**config.mk**
```make
export PLATFORM = sky130hd
export DESIGN_NAME = uart_mem_master
export DESIGN_NICKNAME = d
export VERILOG_FILES = /design/src/rtl/uart_mem_master_pkg.sv /design/src/rtl/uart_mem_resp_shift.sv /design/src/rtl/uart_mem_master.sv
export SDC_FILE = /design/constraint.sdc
export NUM_CORES = 1
export LEC_CHECK = 0
export ABC_AREA = 1
export BUFFER_PORTS_ARGS = -buffer_cell sky130_fd_sc_hd__buf_2
export CAP_MARGIN = 25
export CELL_PAD_IN_SITES_DETAIL_PLACEMENT = 0
export CELL_PAD_IN_SITES_GLOBAL_PLACEMENT = 1
export CORE_ASPECT_RATIO = 1.75
export CORE_MARGIN = 2
export CORE_UTILIZATION = 43
export DETAILED_ROUTE_END_ITERATION = 16
export GPL_TIMING_DRIVEN = 0
export PLACE_DENSITY = 0.91
export SLEW_MARGIN = 0
export SYNTH_ARGS = -nofsm -noshare
export SYNTH_HDL_FRONTEND = slang
export SYNTH_SLANG_ARGS = --single-unit
```
**constraint.sdc**
```tcl
create_clock -name sys_clk -period 2.5 [get_ports sys_clk]
set_input_delay 0.5 -clock sys_clk [delete_from_list [all_inputs] [get_ports sys_clk]]
set_output_delay 0.5 -clock sys_clk [all_outputs]
set_load 0.05 [all_outputs]
```
**src/rtl/uart_mem_master_pkg.sv**
```systemverilog
// Command/reply byte codes, FSM state type and a byte-lane insert helper
// shared by the UART-driven memory bus master.
package uart_mem_master_pkg;

  localparam logic [7:0] CMD_READ  = 8'h52;
  localparam logic [7:0] CMD_WRITE = 8'h57;
  localparam logic [7:0] RSP_OK    = 8'h4B;
  localparam logic [7:0] RSP_ERR   = 8'h45;
  localparam logic [7:0] RSP_BAD   = 8'h3F;

  typedef enum logic [2:0] {
    ST_IDLE,
    ST_ADDR,
    ST_DATA,
    ST_MEM,
    ST_RESP
  } state_t;

  // Fields arrive LSB first, so byte n of a field lands in lane n.
  function automatic logic [31:0] put_byte(input logic [31:0] word,
                                           input logic [1:0]  idx,
                                           input logic [7:0]  b);
    logic [31:0] r;
    r = word;
    case (idx)
      2'd0:    r[7:0]   = b;
      2'd1:    r[15:8]  = b;
      2'd2:    r[23:16] = b;
      default: r[31:24] = b;
    endcase
    return r;
  endfunction

endpackage

```
**src/rtl/uart_mem_resp_shift.sv**
```systemverilog
// Response byte shifter: loaded with 1 or 4 bytes, presents them LSB first
// on a valid/ready handshake with one idle cycle between bytes.
module uart_mem_resp_shift (
  input  logic        sys_clk,
  input  logic        sys_resetn,
  input  logic        i_load,
  input  logic [31:0] i_load_data,
  input  logic [2:0]  i_load_cnt,
  input  logic        i_tx_ready,
  output logic [7:0]  o_tx_data,
  output logic        o_tx_valid,
  output logic        o_last
);

  logic [31:0] r_shift;
  logic [2:0]  r_cnt;
  logic        r_valid;

  assign o_tx_data  = r_shift[7:0];
  assign o_tx_valid = r_valid;
  assign o_last     = (r_cnt == 3'd1);

  always_ff @(posedge sys_clk or negedge sys_resetn) begin
    if (!sys_resetn) begin
      r_shift <= 32'h0;
      r_cnt   <= 3'd0;
      r_valid <= 1'b0;
    end else if (i_load) begin
      r_shift <= i_load_data;
      r_cnt   <= i_load_cnt;
      r_valid <= 1'b1;
    end else if (r_valid && i_tx_ready) begin
      r_shift <= {8'h00, r_shift[31:8]};
      r_cnt   <= r_cnt - 3'd1;
      r_valid <= 1'b0;
    end else if (!r_valid && (r_cnt != 3'd0)) begin
      // Re-arm on the cycle after a handshake: at most one byte per 2 cycles.
      r_valid <= 1'b1;
    end
  end

endmodule

```
**src/rtl/uart_mem_master.sv**
```systemverilog
// Serial-command bus initiator: turns 'R'/'W' byte frames from the UART into
// single-word transactions on the native mem_valid/mem_ready interface.
//   state   | meaning
//   IDLE    | waiting for a command byte
//   ADDR    | collecting 4 address bytes (LSB first)
//   DATA    | collecting 4 write-data bytes (writes only)
//   MEM     | mem_valid asserted, waiting for mem_ready or timeout
//   RESP    | sending reply byte(s) to the UART
module uart_mem_master
  import uart_mem_master_pkg::*;
#(
  parameter int TIMEOUT = 1024
) (
  input  logic        sys_clk,
  input  logic        sys_resetn,
  input  logic [7:0]  rx_data,
  input  logic        rx_valid,
  output logic [7:0]  tx_data,
  output logic        tx_valid,
  input  logic        tx_ready,
  output logic        mem_valid,
  output logic [31:0] mem_addr,
  output logic [31:0] mem_wdata,
  output logic [3:0]  mem_wstrb,
  input  logic        mem_ready,
  input  logic [31:0] mem_rdata,
  output logic        busy
);

  localparam int TW = (TIMEOUT > 2) ? $clog2(TIMEOUT) : 1;
  localparam logic [TW-1:0] TMO_LAST = TW'(TIMEOUT - 1);

  state_t        r_state;
  state_t        w_next;
  logic          r_is_write;
  logic [1:0]    r_cnt;
  logic [TW-1:0] r_tmo;
  logic [31:0]   r_addr;
  logic [31:0]   r_wdata;
  logic [3:0]    r_wstrb;
  logic          r_mem_valid;
  logic          r_busy;

  logic          w_load;
  logic [31:0]   w_load_data;
  logic [2:0]    w_load_cnt;
  logic          w_tx_valid;
  logic          w_tx_last;
  logic [7:0]    w_tx_data;
  logic          w_field_done;

  assign w_field_done = rx_valid && (r_cnt == 2'd3);

  always_ff @(posedge sys_clk or negedge sys_resetn) begin
    if (!sys_resetn) r_state <= ST_IDLE;
    else             r_state <= w_next;
  end

  always_comb begin
    w_next      = r_state;
    w_load      = 1'b0;
    w_load_data = 32'h0;
    w_load_cnt  = 3'd0;
    case (r_state)
      ST_IDLE: begin
        if (rx_valid) begin
          if ((rx_data == CMD_READ) || (rx_data == CMD_WRITE)) begin
            w_next = ST_ADDR;
          end else begin
            w_next      = ST_RESP;
            w_load      = 1'b1;
            w_load_data = {24'h0, RSP_BAD};
            w_load_cnt  = 3'd1;
          end
        end
      end
      ST_ADDR: begin
        if (w_field_done) w_next = r_is_write ? ST_DATA : ST_MEM;
      end
      ST_DATA: begin
        if (w_field_done) w_next = ST_MEM;
      end
      ST_MEM: begin
        if (mem_ready) begin
          w_next = ST_RESP;
          w_load = 1'b1;
          if (r_is_write) begin
            w_load_data = {24'h0, RSP_OK};
            w_load_cnt  = 3'd1;
          end else begin
            w_load_data = mem_rdata;
            w_load_cnt  = 3'd4;
          end
        end else if (r_tmo == TMO_LAST) begin
          w_next      = ST_RESP;
          w_load      = 1'b1;
          w_load_data = {24'h0, RSP_ERR};
          w_load_cnt  = 3'd1;
        end
      end
      ST_RESP: begin
        if (w_tx_valid && tx_ready && w_tx_last) w_next = ST_IDLE;
      end
      default: w_next = ST_IDLE;
    endcase
  end

  always_ff @(posedge sys_clk or negedge sys_resetn) begin
    if (!sys_resetn) begin
      r_is_write  <= 1'b0;
      r_cnt       <= 2'd0;
      r_tmo       <= '0;
      r_addr      <= 32'h0;
      r_wdata     <= 32'h0;
      r_wstrb     <= 4'h0;
      r_mem_valid <= 1'b0;
      r_busy      <= 1'b0;
    end else begin
      r_busy <= (w_next != ST_IDLE);
      case (r_state)
        ST_IDLE: begin
          if (rx_valid) begin
            r_is_write <= (rx_data == CMD_WRITE);
            r_cnt      <= 2'd0;
          end
        end
        ST_ADDR: begin
          if (rx_valid) begin
            // Word addressing: the received low two address bits are dropped.
            r_addr <= put_byte(r_addr, r_cnt,
                               (r_cnt == 2'd0) ? {rx_data[7:2], 2'b00} : rx_data);
            r_cnt  <= r_cnt + 2'd1;
          end
        end
        ST_DATA: begin
          if (rx_valid) begin
            r_wdata <= put_byte(r_wdata, r_cnt, rx_data);
            r_cnt   <= r_cnt + 2'd1;
          end
        end
        ST_MEM: begin
          r_tmo <= r_tmo + TW'(1);
          if (w_next == ST_RESP) begin
            r_mem_valid <= 1'b0;
            r_wstrb     <= 4'h0;
          end
        end
        default: ;
      endcase
      if ((r_state != ST_MEM) && (w_next == ST_MEM)) begin
        r_mem_valid <= 1'b1;
        r_wstrb     <= r_is_write ? 4'hF : 4'h0;
        r_tmo       <= '0;
      end
    end
  end

  uart_mem_resp_shift u_resp (
    .sys_clk     (sys_clk),
    .sys_resetn  (sys_resetn),
    .i_load      (w_load),
    .i_load_data (w_load_data),
    .i_load_cnt  (w_load_cnt),
    .i_tx_ready  (tx_ready),
    .o_tx_data   (w_tx_data),
    .o_tx_valid  (w_tx_valid),
    .o_last      (w_tx_last)
  );

  assign tx_data   = w_tx_data;
  assign tx_valid  = w_tx_valid;
  assign mem_valid = r_mem_valid;
  assign mem_addr  = r_addr;
  assign mem_wdata = r_wdata;
  assign mem_wstrb = r_wstrb;
  assign busy      = r_busy;

endmodule

```
==> impl_results.md <==
* Status: complete, no violations
* Kind of critical path: flop to flop
* Post-CTS Hold Fix Bufs at 0
* Post_cts resized at 0
* Capturing point of the worst reg2reg path: u_resp.r_shift[21]
* Yosys reg bits at ~120
* Min-delay worst type: input pin to async pin
* Buffer count from post-CTS setup fixing at 0
* Core Util, Final at a little under three fifths
* Final routed DRC violation total at 0
* Gr usage total at between 20% and 30%
* I/O Buffers at between 100 and 150
* Area fraction of the dominant cell type after synthesis at a little under three fifths
* Setup TNS Final at 0 ns
* Slew Limit Headroom at roughly 70%
* First-pass GRT wire length at 21.58 mm
* Worst VDD drop at ~520 µV
* Post-layout min period at roughly 1.9 ns
* Top Ports at ~120
* Clock buffer depth at 2
* Starting Density at a little over two fifths
* Total vias in the final route at around 4,500
* Finished Layout Cells at around 940
* Flop2flop setup slack at slightly above 0.6 ns
* Die W at 88.51 µm
* Yosys warnings at 0
* Largest cells by area after synthesis: dfrtp_1 (55%), nand2_1 (13%), o21ai_0 (6.0%), inv_1 (5.2%), nand3_1 (3.7%)
* CP required at 2.85 ns
* WL final at approximately 13 mm
* Die height at around 150 µm
* CTS clk-pin slew, worst paths at ~0.06 ns
* H-tree depth at 4
* Critical Path Max Stage Delay at just over 0.4 ns
* Yosys top cell by area: dfrtp_1
* CTS Buf Count at 17
* Final hold vios at 0
* Synth unique cells at 34
* Synth Area per Inst at 8.781 µm²
* Clock skew at 0.009047 ns
* Vias in the first global route at about 4,500
* Post-synth net total at ~670
* Gpl congestion at 0.8759
* Via/cell ratio at slightly below 5
* R2R cell count at 11
* DR WL/cell at between 10 and 15 µm
* CTS tree: built
* Total die area at 13,440 µm²
* CP cell instances: ha_1 -> inv_1 -> nor2_2 -> nand3_1 -> nand2_2 -> nand2_4 -> nand2_8 -> buf_4 -> o22ai_1 -> nand2_1 -> nand2_1
* Period utilization at between 70 and 80%
* Top_reg_cell synth: dfrtp_1
* Final ANT Viol Nets at 0
* Share of the yosys chip area belonging to registers at about 55%
* Cell Area, Synth at roughly 5400 µm²
* Mapped Cells at roughly 610
* Drt pass-1 iters at 4
* Cells after DPL at ~900
* Setup violators final at 0
* CP most frequent cell: nand2_1
* CP endpoint kind: flop
* Most frequent cells in the layout: nand2_1 (180), buf_2 (124), dfrtp_1 (119), inv_1 (74), o21ai_0 (64)
* Layout area overhead at 26.66%
* # clock sinks at between 100 and 150
* Largest net degree at the start of global routing at 75
* Max Freq at about 530 MHz
* HPWL Detailed at 9.982 mm
* PD cells at roughly 900 nW/µm²
* Slowest CP cell: dfrtp_1
* Crit Path Max Fanout at 10
* Bufs and invs on worst path at 2
* Crit path max-delay family: simple AND/OR/NAND/NOR gates
* Most common cell after layout, fill and taps aside: nand2_1
* Crit path DAT at 2.24 ns
* Antenna diodes at 0
* Clock latency on the worst-skew pair at between 0.4 and 0.5 ns
* Leak at approximately 3.7 nW
* Max-slew violations at 0
* Layout cell share with drive strength beyond 1 at roughly a quarter
* RR Startpoint: r_tmo[0]
* Worst-Margin Slew at 0.4402 ns
* Worst setup SP type: flop
* Tot Pwr at 6.146 mW
* Final nets at 807
* Max cap viols at 0
* Number of synthesized flops with an enable pin at 0
* Total grt overflow at 0
* Placement row count at 54
* RSZ-0062 raised after global routing: false
* Initial antenna violation count at 0
* Core Region at 12,360 µm²
* Root Driver: clkbuf_16
* Ys async rst share at 100.0%
* 1st-iter DRT viols at roughly 150
## metal layers
layer	part of all wire, %	GRT usage (%)
met5	0	0
met4	1.8	7.431
met3	5.4	5.812
met2	54	36.84
met1	38	22.91
## logic make-up after synthesis
group,Yosys count,share of synthesized area [%]
buffers and inverters,109,9.290
DFF,119,55.41
and+or+nand+nor,273,22.68
AOI/OAI and AO/OA,100,10.27
xor gates and xnor gates,3,0.4890
adders and majority gates,8,1.863
## worst max-delay path by stage
| stage | start | end | slack [ns] | cells after the start |
|---|---|---|---|---|
| 4_1_cts | r_tmo[0] | u_resp.r_shift[21] | 0.59 | 11 |
| 6_report | r_tmo[0] | u_resp.r_shift[21] | 0.61 | 11 |
| 5_1_grt | r_cnt[0] | mem_addr[3] | 0.49 | 7 |
| 2_1_floorplan | r_tmo[0] | u_resp.r_shift[10] | 0.88 | 12 |
| 3_5_place_dp | rx_data[3] | u_resp.r_shift[21] | 0.49 | 11 |
| 3_3_place_gp | sys_resetn | u_resp.r_shift[30] | -0.45 | 1 |
## where the power goes
group	internal (mW)	switching [mW]
clock network	1.47	0.896
logic	0.432	1.10
registers	2.12	0.126
total	4.02	2.12
## flip-flops by register name, indices dropped and copies added (netlist names)
name               flops
r_is_write             1
mem_addr              32
r_state                3
busy                   1
mem_valid              1
r_cnt                  2
mem_wdata             32
r_tmo                 10
u_resp.r_shift        32
u_resp.o_tx_valid      1
mem_wstrb              1
u_resp.r_cnt           3
## final cells by class
class                      instances  area [µm²]
fill                            1151        5558
sequential                       119        2978
multi-input combinational        384        1897
timing repair buffer             123       644.4
clock buffer                      17       425.4
inverter                          79       304.0
tap                              168       210.2
buffer                            30       195.2
clock inverter                    15       152.6
## metrics by stage
step	hold slack [ns]	setup slack [ns]	area, µm²
floorplan	0.2044	0.8821	5374
global placement	0.4613	-0.4535	6195
detailed placement	0.4574	0.4914	6228
CTS	0.01802	0.5874	6807
global route	0.03110	0.4916	6807
finish	0.01019	0.6119	6807
## synthesized netlist by cell type, types with 5 or more instances
master	number
nand3_1	40
o21ai_0	64
nand2_2	5
o21ai_1	8
nand2_1	180
nor2_1	23
ha_1	8
nand4_1	6
inv_1	74
buf_4	13
clkbuf_1	10
dfrtp_1	119
o22ai_1	17
No activity file was read; power rests on OpenSTA's default activity.
